==> config.mk <==
export PLATFORM = sky130hd
export DESIGN_NAME = apb_master_ctrl_flat
export DESIGN_NICKNAME = d
export VERILOG_FILES = /design/src/rtl/apb_master_ctrl_if.sv /design/src/rtl/apb_master_ctrl.sv /design/src/flat_wrapper.sv
export SDC_FILE = /design/constraint.sdc
export NUM_CORES = 1
export LEC_CHECK = 0
export CORE_ASPECT_RATIO = 1.75
export CORE_UTILIZATION = 37
export DETAILED_ROUTE_END_ITERATION = 8
export PLACE_DENSITY = 0.76
export SLEW_MARGIN = 20
export SYNTH_ARGS = -nofsm -noshare
export SYNTH_HDL_FRONTEND = slang
export SYNTH_SLANG_ARGS = --single-unit
export TNS_END_PERCENT = 5
==> constraint.sdc <==
create_clock -name PCLK -period 3.85 [get_ports PCLK]
set_clock_uncertainty 0.1 [all_clocks]
set_input_delay 0.77 -clock PCLK [delete_from_list [all_inputs] [get_ports PCLK]]
set_output_delay 0.77 -clock PCLK [all_outputs]
set_load 0.03 [all_outputs]
==> src/rtl/apb_master_ctrl_if.sv <==
// rtl/apb_master_ctrl_if.sv - request/response and APB bus bundle for apb_master_ctrl
interface apb_master_ctrl_if #(
  parameter int ADDR_SIZE = 32,
  parameter int MEM_WIDTH = 32,
  parameter int PROT_SIZE = 3
);
  localparam int STRB_SIZE = MEM_WIDTH / 8;

  logic                 req_valid;
  logic                 req_ready;
  logic                 req_write;
  logic [ADDR_SIZE-1:0] req_addr;
  logic [MEM_WIDTH-1:0] req_wdata;
  logic [STRB_SIZE-1:0] req_strb;
  logic [PROT_SIZE-1:0] req_prot;

  logic                 rsp_valid;
  logic [MEM_WIDTH-1:0] rsp_rdata;
  logic                 rsp_err;
  logic                 rsp_timeout;

  logic                 PSELX;
  logic                 PENABLE;
  logic                 PWRITE;
  logic [ADDR_SIZE-1:0] PADDR;
  logic [MEM_WIDTH-1:0] PWDATA;
  logic [STRB_SIZE-1:0] PSTRB;
  logic [PROT_SIZE-1:0] PPROT;
  logic                 PREADY;
  logic                 PSLVERR;
  logic [MEM_WIDTH-1:0] PRDATA;

  modport master (
    input  req_valid, req_write, req_addr, req_wdata, req_strb, req_prot,
    input  PREADY, PSLVERR, PRDATA,
    output req_ready, rsp_valid, rsp_rdata, rsp_err, rsp_timeout,
    output PSELX, PENABLE, PWRITE, PADDR, PWDATA, PSTRB, PPROT
  );

  modport slave (
    output req_valid, req_write, req_addr, req_wdata, req_strb, req_prot,
    output PREADY, PSLVERR, PRDATA,
    input  req_ready, rsp_valid, rsp_rdata, rsp_err, rsp_timeout,
    input  PSELX, PENABLE, PWRITE, PADDR, PWDATA, PSTRB, PPROT
  );
endinterface

==> src/rtl/apb_master_ctrl.sv <==
// rtl/apb_master_ctrl.sv - single-outstanding APB master with bounded-wait timeout
module apb_master_ctrl #(
  parameter int ADDR_SIZE      = 32,
  parameter int MEM_WIDTH      = 32,
  parameter int PROT_SIZE      = 3,
  parameter int TIMEOUT_CYCLES = 16
) (
  input logic               PCLK,
  input logic               PRESET,
  apb_master_ctrl_if.master bus
);
  localparam int STRB_SIZE = MEM_WIDTH / 8;
  localparam bit TO_EN     = (TIMEOUT_CYCLES > 0);
  localparam int CNT_W     = TO_EN ? $clog2(TIMEOUT_CYCLES + 1) : 1;
  localparam logic [CNT_W-1:0] CNT_LAST = CNT_W'(TO_EN ? TIMEOUT_CYCLES - 1 : 0);
  localparam logic [CNT_W-1:0] CNT_MAX  = '1;

  typedef enum logic [1:0] {IDLE = 2'd0, SETUP = 2'd1, ACCESS = 2'd2} state_e;

  state_e               state_q, state_d;
  logic [CNT_W-1:0]     cnt_q, cnt_d;
  logic                 pwrite_q, pwrite_d;
  logic [ADDR_SIZE-1:0] paddr_q, paddr_d;
  logic [MEM_WIDTH-1:0] pwdata_q, pwdata_d;
  logic [STRB_SIZE-1:0] pstrb_q, pstrb_d;
  logic [PROT_SIZE-1:0] pprot_q, pprot_d;
  logic                 rsp_valid_q, rsp_valid_d;
  logic                 rsp_err_q, rsp_err_d;
  logic                 rsp_timeout_q, rsp_timeout_d;
  logic [MEM_WIDTH-1:0] rsp_rdata_q, rsp_rdata_d;

  logic req_ready, accept, complete, timeout;

  assign req_ready = (state_q == IDLE) | ((state_q == ACCESS) & bus.PREADY);
  assign accept    = bus.req_valid & req_ready;
  assign complete  = (state_q == ACCESS) & bus.PREADY;
  assign timeout   = TO_EN & (state_q == ACCESS) & ~bus.PREADY & (cnt_q == CNT_LAST);

  always_ff @(posedge PCLK or posedge PRESET) begin
    if (PRESET) begin
      state_q       <= IDLE;
      cnt_q         <= '0;
      pwrite_q      <= 1'b0;
      paddr_q       <= '0;
      pwdata_q      <= '0;
      pstrb_q       <= '0;
      pprot_q       <= '0;
      rsp_valid_q   <= 1'b0;
      rsp_err_q     <= 1'b0;
      rsp_timeout_q <= 1'b0;
      rsp_rdata_q   <= '0;
    end else begin
      state_q       <= state_d;
      cnt_q         <= cnt_d;
      pwrite_q      <= pwrite_d;
      paddr_q       <= paddr_d;
      pwdata_q      <= pwdata_d;
      pstrb_q       <= pstrb_d;
      pprot_q       <= pprot_d;
      rsp_valid_q   <= rsp_valid_d;
      rsp_err_q     <= rsp_err_d;
      rsp_timeout_q <= rsp_timeout_d;
      rsp_rdata_q   <= rsp_rdata_d;
    end
  end

  always_comb begin
    state_d = state_q;
    unique case (state_q)
      IDLE:    if (accept) state_d = SETUP;
      SETUP:   state_d = ACCESS;
      ACCESS: begin
        if (complete)     state_d = accept ? SETUP : IDLE;
        else if (timeout) state_d = IDLE;
      end
      default: state_d = IDLE;
    endcase
  end

  // Attributes only move on accept; reads never expose stale write data or strobes.
  always_comb begin
    pwrite_d      = pwrite_q;
    paddr_d       = paddr_q;
    pwdata_d      = pwdata_q;
    pstrb_d       = pstrb_q;
    pprot_d       = pprot_q;
    cnt_d         = cnt_q;
    rsp_valid_d   = complete | timeout;
    rsp_err_d     = rsp_err_q;
    rsp_timeout_d = rsp_timeout_q;
    rsp_rdata_d   = rsp_rdata_q;
    if (accept) begin
      pwrite_d = bus.req_write;
      paddr_d  = bus.req_addr;
      pwdata_d = bus.req_write ? bus.req_wdata : '0;
      pstrb_d  = bus.req_write ? bus.req_strb : '0;
      pprot_d  = bus.req_prot;
    end
    if (state_q == SETUP) begin
      cnt_d = '0;
    end else if ((state_q == ACCESS) && !bus.PREADY && (cnt_q != CNT_MAX)) begin
      cnt_d = cnt_q + CNT_W'(1);
    end
    if (complete) begin
      rsp_err_d     = bus.PSLVERR;
      rsp_timeout_d = 1'b0;
      rsp_rdata_d   = pwrite_q ? '0 : bus.PRDATA;
    end else if (timeout) begin
      rsp_err_d     = 1'b1;
      rsp_timeout_d = 1'b1;
      rsp_rdata_d   = '0;
    end
  end

  always_comb begin
    bus.PSELX       = (state_q == SETUP) | (state_q == ACCESS);
    bus.PENABLE     = (state_q == ACCESS);
    bus.req_ready   = req_ready;
    bus.PWRITE      = pwrite_q;
    bus.PADDR       = paddr_q;
    bus.PWDATA      = pwdata_q;
    bus.PSTRB       = pstrb_q;
    bus.PPROT       = pprot_q;
    bus.rsp_valid   = rsp_valid_q;
    bus.rsp_err     = rsp_err_q;
    bus.rsp_timeout = rsp_timeout_q;
    bus.rsp_rdata   = rsp_rdata_q;
  end
endmodule
==> src/flat_wrapper.sv <==
// flat-port wrapper written by rule: the top's interface ports become plain ports
module apb_master_ctrl_flat 
#(
  parameter int ADDR_SIZE      = 32,
  parameter int MEM_WIDTH      = 32,
  parameter int PROT_SIZE      = 3,
  parameter int TIMEOUT_CYCLES = 16
)
  (PCLK, PRESET, bus_req_valid, bus_req_write, bus_req_addr, bus_req_wdata, bus_req_strb, bus_req_prot, bus_PREADY, bus_PSLVERR, bus_PRDATA, bus_req_ready, bus_rsp_valid, bus_rsp_rdata, bus_rsp_err, bus_rsp_timeout, bus_PSELX, bus_PENABLE, bus_PWRITE, bus_PADDR, bus_PWDATA, bus_PSTRB, bus_PPROT);
  apb_master_ctrl_if #(.ADDR_SIZE(ADDR_SIZE), .MEM_WIDTH(MEM_WIDTH), .PROT_SIZE(PROT_SIZE)) bus_i ();
  input logic PCLK;
  input logic PRESET;
  input wire logic [$bits(bus_i.req_valid)-1:0] bus_req_valid;
  input wire logic [$bits(bus_i.req_write)-1:0] bus_req_write;
  input wire logic [$bits(bus_i.req_addr)-1:0] bus_req_addr;
  input wire logic [$bits(bus_i.req_wdata)-1:0] bus_req_wdata;
  input wire logic [$bits(bus_i.req_strb)-1:0] bus_req_strb;
  input wire logic [$bits(bus_i.req_prot)-1:0] bus_req_prot;
  input wire logic [$bits(bus_i.PREADY)-1:0] bus_PREADY;
  input wire logic [$bits(bus_i.PSLVERR)-1:0] bus_PSLVERR;
  input wire logic [$bits(bus_i.PRDATA)-1:0] bus_PRDATA;
  output wire logic [$bits(bus_i.req_ready)-1:0] bus_req_ready;
  output wire logic [$bits(bus_i.rsp_valid)-1:0] bus_rsp_valid;
  output wire logic [$bits(bus_i.rsp_rdata)-1:0] bus_rsp_rdata;
  output wire logic [$bits(bus_i.rsp_err)-1:0] bus_rsp_err;
  output wire logic [$bits(bus_i.rsp_timeout)-1:0] bus_rsp_timeout;
  output wire logic [$bits(bus_i.PSELX)-1:0] bus_PSELX;
  output wire logic [$bits(bus_i.PENABLE)-1:0] bus_PENABLE;
  output wire logic [$bits(bus_i.PWRITE)-1:0] bus_PWRITE;
  output wire logic [$bits(bus_i.PADDR)-1:0] bus_PADDR;
  output wire logic [$bits(bus_i.PWDATA)-1:0] bus_PWDATA;
  output wire logic [$bits(bus_i.PSTRB)-1:0] bus_PSTRB;
  output wire logic [$bits(bus_i.PPROT)-1:0] bus_PPROT;
  assign bus_i.req_valid = bus_req_valid;
  assign bus_i.req_write = bus_req_write;
  assign bus_i.req_addr = bus_req_addr;
  assign bus_i.req_wdata = bus_req_wdata;
  assign bus_i.req_strb = bus_req_strb;
  assign bus_i.req_prot = bus_req_prot;
  assign bus_i.PREADY = bus_PREADY;
  assign bus_i.PSLVERR = bus_PSLVERR;
  assign bus_i.PRDATA = bus_PRDATA;
  assign bus_req_ready = bus_i.req_ready;
  assign bus_rsp_valid = bus_i.rsp_valid;
  assign bus_rsp_rdata = bus_i.rsp_rdata;
  assign bus_rsp_err = bus_i.rsp_err;
  assign bus_rsp_timeout = bus_i.rsp_timeout;
  assign bus_PSELX = bus_i.PSELX;
  assign bus_PENABLE = bus_i.PENABLE;
  assign bus_PWRITE = bus_i.PWRITE;
  assign bus_PADDR = bus_i.PADDR;
  assign bus_PWDATA = bus_i.PWDATA;
  assign bus_PSTRB = bus_i.PSTRB;
  assign bus_PPROT = bus_i.PPROT;
  apb_master_ctrl #(.ADDR_SIZE(ADDR_SIZE), .MEM_WIDTH(MEM_WIDTH), .PROT_SIZE(PROT_SIZE), .TIMEOUT_CYCLES(TIMEOUT_CYCLES)) u_core (.PCLK(PCLK), .PRESET(PRESET), .bus(bus_i));
endmodule
Word level (Yosys, flattened, before mapping) --
Cells that the tools add are included.
Operators by class: add/subtract/negate cells 1, eq/ne operators 6, mux-type cells 15, bitwise gates (word level) 8, reduce and logical (&&, ||, !) cells 7
Operators by type and width (number):
- 2-to-1 mux 32 bit | 4
- 2-to-1 mux 5 bit | 2
- 2-to-1 mux 2 bit | 3
- case mux 2 bit (3 select lines) | 1
- adder 5 x 1 -> 5 bit (second input constant) | 1
- equality test 5 x 4 -> 1 bit (second input constant) | 1
- != test 5 bit (second input constant) | 1
- bitwise AND 1 bit | 4
- 2-to-1 mux 1 bit | 4
- 2-to-1 mux 4 bit | 1
- nonzero test 2 bit | 2
- != test 3 x 1 -> 1 bit (second input constant) | 1
- OR 1 bit | 3
- equality test 2 x 1 -> 1 bit (second input constant) | 1
- equality test 2 bit (second input constant) | 1
- logical AND 1 bit | 2
- logical NOT 2 bit | 1
- != test 2 x 1 -> 1 bit (second input constant) | 1
- AND reduction 2 bit | 1
- logical NOT 1 bit | 1
- inverter 1 bit | 1
Word-level totals: bits in registers 114, input port bits 109, output and inout port bits 110, word-level logic and storage cells 48

Logic depth before layout (Yosys ltp) --
word-level depth 7, mapped depth 7, depth with buffers taken out 6

Worst setup path before layout --
No wires, ideal clock.
path type register -> output, start reg u_core.state_q[0], end out bus_req_ready, data arrival time 1399 ps, required time 2980 ps, setup slack 1581 ps, cell stages (with the launch flop) 5, path buffers 1, path through dfrtp_1 > inv_1 > ha_1 > a21o_4 > buf_2
Between the ends: word-level cells in the longest chain between the ends 3, elaborated cells on any way between the ends 4, classes of those cells 1 x eq/ne; 2 x bitwise; 1 x reduce/logical
Ends and longest elaborated chain:
- start: declaration | line apb_master_ctrl.sv:20 | state_e state_q, state_d;
- start signal: assignment | line apb_master_ctrl.sv:53 | state_q <= state_d;
- equality test 2 bit
- via bus_PENABLE | line flat_wrapper.sv:28 | output wire logic [$bits(bus_i.PENABLE)-1:0] bus_PENABLE;
- bitwise AND 1 bit | line apb_master_ctrl.sv:34 | assign req_ready = (state_q == IDLE) | ((state_q == ACCESS) & bus.PREADY);
- OR 1 bit | line apb_master_ctrl.sv:34
- end: declaration | line flat_wrapper.sv:22 | output wire logic [$bits(bus_i.req_ready)-1:0] bus_req_ready;
The timed path passes the listed nets, and every way through them passes these cells.

Worst setup path after layout --
start in bus_PREADY, end out bus_req_ready
Between the ends: word-level cells in the longest chain between the ends 2
Ends and longest elaborated chain:
- start: declaration | line flat_wrapper.sv:19 | input wire logic [$bits(bus_i.PREADY)-1:0] bus_PREADY;
- bitwise AND 1 bit | line apb_master_ctrl.sv:34
- OR 1 bit | line apb_master_ctrl.sv:34
Every way passes these cells.

==> impl_metrics.env <==
export IMPL_power_density_nw_per_um2=895
export IMPL_async_flop_share_pct=100
export IMPL_io_buffer_count=218
export IMPL_critPathLaunchType="input port"
export IMPL_yosysWarnings=0
export IMPL_preCtsSetupSlack_ns=0.648
export IMPL_synth_top_area_share_pct=60.4
export IMPL_synth_flop_cell="dfrtp_1"
export IMPL_syn_inst=320
export IMPL_layout_nets=656
export IMPL_vias=3583
export IMPL_root_buffer="clkbuf_16"
export IMPL_postRouteAntennaNets=0
export IMPL_grtUsageTotal_pct=19.3
export IMPL_grt_pass1_vias=3761
export IMPL_synth_nets=436
export IMPL_cts_resized=0
export IMPL_timing_final_crit_share_pct=83.0
export IMPL_hp_class="flop to flop"
export IMPL_drt_iter0_drc=95
export IMPL_peakVddDrop_uv=541
export IMPL_rsz0062_at_grt="no"
export IMPL_synthToLayoutAreaGrowth_pct=62.0
export IMPL_p_leak_uw=0.00343
export IMPL_worstSkewPairLatency_ns=0.40
export IMPL_synth_largest_area_cell="dfrtp_1"
export IMPL_hold_viol=0
export IMPL_seq_area_frac_synth_pct=60.4
export IMPL_grt_max_degree=63
export IMPL_avgSynthCellArea_um2=14.8
export IMPL_die_y_um=151
export IMPL_hold_buffers=0
export IMPL_p_total_uw=6860
export IMPL_crit_required_ns=2.98
export IMPL_design_portCount=219
export IMPL_maxSlewViolCount=0
export IMPL_wl_per_cell_um=17.6
export IMPL_cts_tree="done"
export IMPL_fin_crit_ns=3.20
export IMPL_final_util_pct=61.6
export IMPL_cts_setup_buffers=0
export IMPL_clock_sinks=114
export IMPL_routed_wl_um=12600
export IMPL_worstPathArrival_ns=2.33
export IMPL_viasPerCell=4.98
export IMPL_first_pass_iters=4
export IMPL_setup_violations=0
export IMPL_start_util_pct=38.0
export IMPL_ys_seq_elements=114
export IMPL_syn_area_um2=4720
export IMPL_diodes=0
export IMPL_htreeDepth=4
export IMPL_antenna_found_initial=0
export IMPL_clk_pin_slew_ns=0.05
export IMPL_drive_gt1_share_pct=21.4
export IMPL_dieArea_um2=13200
export IMPL_synth_edf_count=0
export IMPL_slew_headroom_pct=45.1
export IMPL_hpwlAfterDp_um=9130
export IMPL_setup_tns_final_ns=0
export IMPL_coreArea_um2=12400
export IMPL_yosys_cell_count_top_type="dfrtp_1"
export IMPL_cts_buffers=17
export IMPL_synthDistinctLibCells=29
export IMPL_tightestPinTransition_ns=0.824
export IMPL_fmax_mhz=313
export IMPL_num_rows=54
export IMPL_end_kind="primary output"
export IMPL_grt_remaining_overflow=0
export IMPL_cts_buffer_depth=2
export IMPL_ys_top_cells_by_count="114 x dfrtp_1, 37 x nand4_1, 36 x a21bo_2, 34 x mux2_4, 32 x a22o_1"
export IMPL_grt_pass1_wl_um=19300
export IMPL_fillers=1019
export IMPL_place_congestion=0.744
export IMPL_status="complete, no violations"
export IMPL_synth_area_leaders="dfrtp_1 60%, mux2_4 11%, a21bo_2 7.6%"
export IMPL_critPathMaxFanout=7
export IMPL_critPathKind="input port to primary output"
export IMPL_drv_cap=0
export IMPL_die_w_um=87.4
export IMPL_drc=0
export IMPL_fin_ws_ns=0.654
-- cell families (layout without fill, tap and decap cells) --
family	after synthesis	after routing	share of synthesized area [%]
buf+inv	31	262	3.63
flops	114	114	60.4
compound gates	75	75	14.6
simple gates	51	51	6.94
xor+xnor	2	2	0.371
mux	40	40	12.2
fa+ha+maj	7	7	1.85
-- placed cells by master (no fill, tap or decap), types with 2 or more instances in the layout --
cell / synthesis / routed
a21bo_2: 36 / 36
a21oi_1: 3 / 3
a22o_1: 32 / 32
buf_4: 2 / 7
bufinv_16: 0 / 4
clkbuf_16: 0 / 17
clkdlybuf4s50_1: 0 / 218
clkinv_2: 0 / 4
clkinvlp_4: 0 / 4
dfrtp_1: 114 / 114
ha_1: 7 / 7
inv_1: 6 / 5
mux2_2: 4 / 4
mux2_4: 34 / 34
mux2i_1: 2 / 2
nand4_1: 37 / 37
nor2_1: 6 / 5
xnor2_1: 2 / 2
-- registers in the layout (all words and copies together) (netlist names), 2 cells and up --
name,flops
u_core.bus.PPROT,3
u_core.cnt_q,5
u_core.bus.PADDR,32
u_core.bus.PWDATA,32
u_core.bus.PSTRB,4
u_core.state_q,2
u_core.bus.rsp_rdata,32
-- layout make-up --
type                    instances  area (µm²)  area share [%]
inverters                       6        26.3           0.343
repair buffers                226        2250            29.4
flip-flops and latches        114        2850            37.3
multi-input cells             175        1710            22.3
clock inverters                11         163            2.12
well taps                     168         210            2.75
clock buffers                  19         443            5.79
-- worst paths after layout --
path	cells past startpoint	start	endpoint	slack [ns]
hold reg to reg	1	u_core.bus.PWDATA[25]$_DFFE_PP0P_	u_core.bus.PWDATA[25]$_DFFE_PP0P_	0.38
setup / recovery	3	bus_PREADY	bus_req_ready	0.65
min in group asynchronous	3	PRESET	u_core.bus.PADDR[4]$_DFFE_PP0P_	0.82
max in group asynchronous	3	PRESET	u_core.bus.rsp_valid$_DFF_PP0_	2.20
setup reg to reg	6	u_core.state_q[0]$_DFFE_PP0P_	u_core.bus.PPROT[1]$_DFFE_PP0P_	1.51
hold / removal	1	u_core.bus.PWDATA[25]$_DFFE_PP0P_	u_core.bus.PWDATA[25]$_DFFE_PP0P_	0.38
-- per-stage QoR --
step,cells,hold WS [ns],cell area [µm²]
6_report,719,0.382,7660
5_1_grt,719,0.390,7660
4_1_cts,719,0.388,7660
3_5_place_dp,689,0.377,7050
3_3_place_gp,689,0.371,7050
2_1_floorplan,320,0.413,4730
-- critical path: stages --
cell and delay (ns):
clkdlybuf4s50_1 0.68, a21o_4 0.20, clkdlybuf4s50_1 0.67
-- metal layers --
metal | up-vias | wire, µm | GRT usage [%]
met2 | 158 | 6660 | 33.4
met5 | - | 0 | 0
met4 | 0 | 388 | 9.51
li1 | 1627 | - | -
met1 | 1773 | 4830 | 21.5
met3 | 25 | 770 | 5.58
-- power by group --
part           internal (µW)  switching (µW)  total (µW)
Clock                   1090             523        1610
Sequential              1700             284        1980
Combinational           1540            1720        3260
Total                   4330            2530        6860
No activity file was read; power rests on OpenSTA's default activity.
